File: config.mk
export PLATFORM = sky130hd
export DESIGN_NAME = blackbox_sweeper
export DESIGN_NICKNAME = d
export VERILOG_FILES = /design/src/rtl/blackbox_pkg.sv /design/src/rtl/blackbox_sweeper.sv
export SDC_FILE = /design/constraint.sdc
export NUM_CORES = 1
export LEC_CHECK = 0
export BUFFER_PORTS_ARGS = -buffer_cell sky130_fd_sc_hd__buf_2
export CAP_MARGIN = 25
export CORE_MARGIN = 1.5
export CORE_UTILIZATION = 38
export CTS_BUF_LIST = sky130_fd_sc_hd__clkbuf_2
export DETAILED_ROUTE_END_ITERATION = 10
export PLACE_DENSITY = 0.64
export SYNTH_ARGS = -nofsm -noshare
export SYNTH_HDL_FRONTEND = slang
export SYNTH_SLANG_ARGS = --single-unit
File: constraint.sdc
create_clock -name clk -period 2.1 [get_ports clk]
set_clock_uncertainty 0.2 [all_clocks]
set_input_delay 0.42 -clock clk [delete_from_list [all_inputs] [get_ports clk]]
set_output_delay 0.42 -clock clk [all_outputs]
set_load 0.01 [all_outputs]
File: src/rtl/blackbox_pkg.sv
// Shared types and defaults for the blackbox lab slice.
package blackbox_pkg;

  localparam int unsigned BB_N_IN           = 3;
  localparam int unsigned BB_SETTLE_DEFAULT = 2;
  localparam int unsigned BB_CNT_W          = 8;

  typedef enum logic [1:0] {
    IDLE   = 2'd0,
    SETTLE = 2'd1,
    SAMPLE = 2'd2,
    DONE   = 2'd3
  } sweep_state_t;

endpackage

File: src/rtl/blackbox_sweeper.sv
// Walks the blackbox through every input vector, captures its output as a truth
// table and checks the table against a golden table latched at start.
module blackbox_sweeper
  import blackbox_pkg::*;
#(
  parameter int unsigned N_IN          = BB_N_IN,
  parameter int unsigned SETTLE_CYCLES = BB_SETTLE_DEFAULT
) (
  input  logic                    clk,
  input  logic                    reset_n,
  input  logic                    start,
  input  logic [(1<<N_IN)-1:0]    expected,
  output logic [N_IN-1:0]         vec,
  input  logic                    a,
  output logic                    busy,
  output logic                    done,
  output logic [(1<<N_IN)-1:0]    table_out,
  output logic [(1<<N_IN)-1:0]    mismatch,
  output logic                    pass
);

  localparam int unsigned TBL_W = 1 << N_IN;
  localparam logic [BB_CNT_W-1:0] LAST_CNT = BB_CNT_W'(SETTLE_CYCLES - 1);
  localparam logic [N_IN-1:0]     LAST_IDX = N_IN'(TBL_W - 1);

  sweep_state_t          state_q, state_d;
  logic [N_IN-1:0]       idx_q, idx_d;
  logic [BB_CNT_W-1:0]   cnt_q, cnt_d;
  logic [TBL_W-1:0]      exp_q, exp_d;
  logic [TBL_W-1:0]      table_q, table_d;
  logic [TBL_W-1:0]      mis_q, mis_d;
  logic                  pass_q, pass_d;
  logic [N_IN-1:0]       vec_q, vec_d;
  logic                  busy_q, busy_d;
  logic                  done_q, done_d;

  // Next-state and next-output logic; outputs are computed for the state being entered.
  always_comb begin
    state_d = state_q;
    idx_d   = idx_q;
    cnt_d   = cnt_q;
    exp_d   = exp_q;
    table_d = table_q;
    mis_d   = mis_q;
    pass_d  = pass_q;
    vec_d   = vec_q;
    busy_d  = 1'b0;
    done_d  = 1'b0;

    case (state_q)
      IDLE: begin
        vec_d = '0;
        if (start) begin
          exp_d   = expected;
          table_d = '0;
          mis_d   = '0;
          pass_d  = 1'b0;
          idx_d   = '0;
          cnt_d   = '0;
          busy_d  = 1'b1;
          state_d = SETTLE;
        end
      end
      SETTLE: begin
        busy_d = 1'b1;
        cnt_d  = cnt_q + BB_CNT_W'(1);
        if (cnt_q == LAST_CNT) begin
          state_d = SAMPLE;
        end
      end
      SAMPLE: begin
        table_d[idx_q] = a;
        if (idx_q == LAST_IDX) begin
          // Compare against the table including the bit captured this cycle.
          vec_d   = '0;
          done_d  = 1'b1;
          mis_d   = table_d ^ exp_q;
          pass_d  = (table_d == exp_q);
          state_d = DONE;
        end else begin
          idx_d   = idx_q + N_IN'(1);
          cnt_d   = '0;
          vec_d   = idx_q + N_IN'(1);
          busy_d  = 1'b1;
          state_d = SETTLE;
        end
      end
      DONE: begin
        vec_d   = '0;
        state_d = IDLE;
      end
      default: begin
        vec_d   = '0;
        state_d = IDLE;
      end
    endcase
  end

  always_ff @(posedge clk or negedge reset_n) begin
    if (!reset_n) begin
      state_q <= IDLE;
      idx_q   <= '0;
      cnt_q   <= '0;
      exp_q   <= '0;
      table_q <= '0;
      mis_q   <= '0;
      pass_q  <= 1'b0;
      vec_q   <= '0;
      busy_q  <= 1'b0;
      done_q  <= 1'b0;
    end else begin
      state_q <= state_d;
      idx_q   <= idx_d;
      cnt_q   <= cnt_d;
      exp_q   <= exp_d;
      table_q <= table_d;
      mis_q   <= mis_d;
      pass_q  <= pass_d;
      vec_q   <= vec_d;
      busy_q  <= busy_d;
      done_q  <= done_d;
    end
  end

  assign vec       = vec_q;
  assign busy      = busy_q;
  assign done      = done_q;
  assign table_out = table_q;
  assign mismatch  = mis_q;
  assign pass      = pass_q;

endmodule

==> run summary <==
setup ws final = -6.92 ps
Initial Utilization = 39.3%
first drt pass iteration count = 4
number of global-route vias before repair = 1,848
TNS Setup = -6.92 ps
EDFF count, synth = 0
Crit-path slowest cell = or3_4
Slew headroom = 62.5%
WS Path Type = register to register
simple-gate portion of the synthesized area = 15.8%
Die Ht = 81.2 µm
Synth Cell Area = 2320 µm²
Clock Sinks = 43
WP data arrival = 2270 ps
failing checks = setup timing
Post-Synth XOR/XNOR Area = 4.14%
grt ovf = 0
endpoints failing setup = 1
CTS buffer count = 5
worst path required time = 2260 ps
Adder-Cell Fraction of Synth Area = 4.84%
main combinational cell family by area after synthesis = compound AO/OA/AOI/OAI gates
Yosys warning count = 0
Sw Pwr = 1.51 mW
final WL = 5500 µm
Post-synth ARST share = 100%
initial antenna violation count = 0
1st-iter DRT viols = 92
Pwr per Cell Area = 1240 nW/µm²
CTS root buf = clkbuf_2
Max Fanout on Critical Path = 8
GPL Wtd Cong = 0.880
Min-Delay Path Class = primary input to register
DR vias = 1,962
IO Pins = 34
I/O Buffers = 33
Comb pwr share = 51.9%
Syn Nets = 251
RSZ-0062 raised after global routing = true
Post-DP HPWL = 3840 µm
Period minus WS final = 2110 ps
CTS tree = built
Lkg Pwr = 1.39 nW
endpoint type of the worst setup path = register
Max stage delay on crit path = 460 ps
H-tree Lvls = 2
Clock Tree Buf Depth = 2
# rows = 28
Worst Tran Pin Value = 563 ps
Clk network pwr share = 13.3%
worst vdd ir = 906 µV
status = finished, violations left
commonest non-fill, non-tap cells in the layout = 41 x dfrtp_1, 33 x buf_2, 21 x buf_4
share of cells above drive strength 1 = 35.4%
final period utilization = 100%
mux cell area share after synthesis = 8.23%
Clk pin slew, worst setup/hold paths = 230 ps
Max Fclk = 475 MHz
post-route ant nets = 0
pre-CTS setup slack = -155 ps
global-route usage over all layers = 17.6%
per-cell routed wire length = 15.1 µm
Total Nets Final = 308
cells along the critical path = ha_1, ha_2, nand2_2, inv_2, or3_4, nor3_4, a21o_1, a22o_1
fin util = 49.5%
Post-route DRC = 0
Area Overhead vs Synth = 26.1%
die area = 6600 µm²
post-synthesis sequential area ratio = 46.3%
P_int = 2.14 mW
Synth cell types = 37
Die X = 81.2 µm
Clock Latency Late Sink = 400 ps
n_diodes = 0
type of origin of the critical path = register
register bit total from synthesis = 43
CORE AREA = 5920 µm²
maxcap violations = 0
largest net degree at the start of global routing = 25
cells after synthesis = 230
Synth Area in Compound Gates = 16.9%
ys flop type = dfrtp_1
first-pass GRT wire length = 8900 µm
switch share = 41.4%
Slew Limit Fails = 0
sequential fraction of design power = 34.8%
commonest non-fill, non-tap cell in the layout = dfrtp_1
syn avg cell area = 10.1 µm²
FILL cells = 558
Vias/cell = 5.40
worst hold slack = 29.7 ps
Final Hold Violating Endpoints = 0
-- area by class of cell --
class                      instances  area (µm²)  share of cell area [%]
timing repair buffer              61         394                    13.4
multi-input combinational        169        1270                    43.3
tap                               75        93.8                    3.20
clock buffer                       5        25.0                   0.854
clock inverter                     3        43.8                    1.49
inverter                           7        26.3                   0.896
sequential                        43        1080                    36.8
-- per-stage QoR --
step / cells / area, µm² / power, mW
floorplan: 230 / 2340 / 2.45
global placement: 348 / 2690 / 2.94
detailed placement: 348 / 2690 / 2.98
CTS: 362 / 2850 / 3.54
global route: 363 / 2930 / 3.93
finish: 363 / 2930 / 3.65
-- metal layers --
layer	routed length, µm	share of wire, %	track usage (%)
met3	238	4.3	3.48
met5	0	0	0
met2	2610	48	26.6
met4	49	0.89	6.03
met1	2590	47	25.0
-- synth_stat cells (2+ instances only) --
| library cell | count | area share [%] |
|---|---|---|
| clkbuf_1 | 5 | 0.81 |
| a22o_1 | 10 | 3.8 |
| xnor2_1 | 9 | 3.4 |
| nand3b_1 | 4 | 1.3 |
| nor3_1 | 4 | 0.86 |
| o21ai_0 | 13 | 2.8 |
| a21oi_1 | 13 | 2.8 |
| nand2b_1 | 3 | 0.81 |
| o221ai_1 | 6 | 2.3 |
| nand2_1 | 23 | 3.7 |
| a21o_1 | 2 | 0.65 |
| nand3_1 | 7 | 1.5 |
| buf_2 | 4 | 0.86 |
| a32oi_1 | 2 | 0.75 |
| a22oi_1 | 5 | 1.6 |
| ha_1 | 9 | 4.8 |
| o41ai_1 | 2 | 0.75 |
| nor2_1 | 22 | 3.6 |
| mux2i_1 | 9 | 3.9 |
| inv_1 | 7 | 1.1 |
| buf_6 | 2 | 0.97 |
| or3_1 | 2 | 0.54 |
| xor2_1 | 2 | 0.75 |
| dfrtp_1 | 43 | 46 |
| mux2_2 | 9 | 4.4 |
| or3b_4 | 2 | 0.97 |
-- timing repair --
action                                  in CTS  in global routing
gates cloned                                 0                  0
gates resized for setup                      6                 21
pin swaps                                    1                  4
setup buffers                                0                  1
hold buffers                                 6                  0
endpoints found under the hold margin       27                  0
endpoints found under the setup margin      10                 23
-- kinds of logic after synthesis --
family | Yosys count
AO/OA/AOI/OAI | 57
AND/OR/NAND/NOR | 74
adder cells (fa/ha/maj) | 9
buffers and inverters | 18
flip-flops | 43
XOR/XNOR | 11
multiplexers | 18
-- sequential cells by signal, indices dropped and copies added, names as in the netlist --
name,flops
vec,3
mismatch,8
state_q,2
cnt_q,8
pass,1
idx_q,3
table_out,8
exp_q,8
busy,1
done,1
-- final timing paths --
check                           slack (ps)  cells past startpoint          end   startpoint
worst max-delay path                    -7                      8     cnt_q[6]     idx_q[0]
worst min-delay path                    30                      2     exp_q[3]  expected[3]
worst max register to register          -7                      8     cnt_q[6]     idx_q[0]
worst min register to register         310                      2       vec[1]       vec[1]
max in group asynchronous              830                      3     exp_q[4]      reset_n
min in group asynchronous              290                      2  mismatch[6]      reset_n
-- power groups by stage --
stage	Clock, mW	Sequential [mW]	Combinational (mW)
6_report	0.486	1.27	1.89
2_1_floorplan	0	1.26	1.19
3_3_place_gp	0	1.25	1.69
4_1_cts	0.506	1.25	1.78
3_5_place_dp	0	1.26	1.71
5_1_grt	0.534	1.30	2.09
-- critical path, delay by kind of cell (launching register included) --
family / cells / cell delay (ps)
simple gates: 3 / 710
fa+ha+maj: 2 / 420
buf+inv: 1 / 70
flops: 1 / 450
compound gates: 2 / 230
Power figures use the tool's default switching activity.
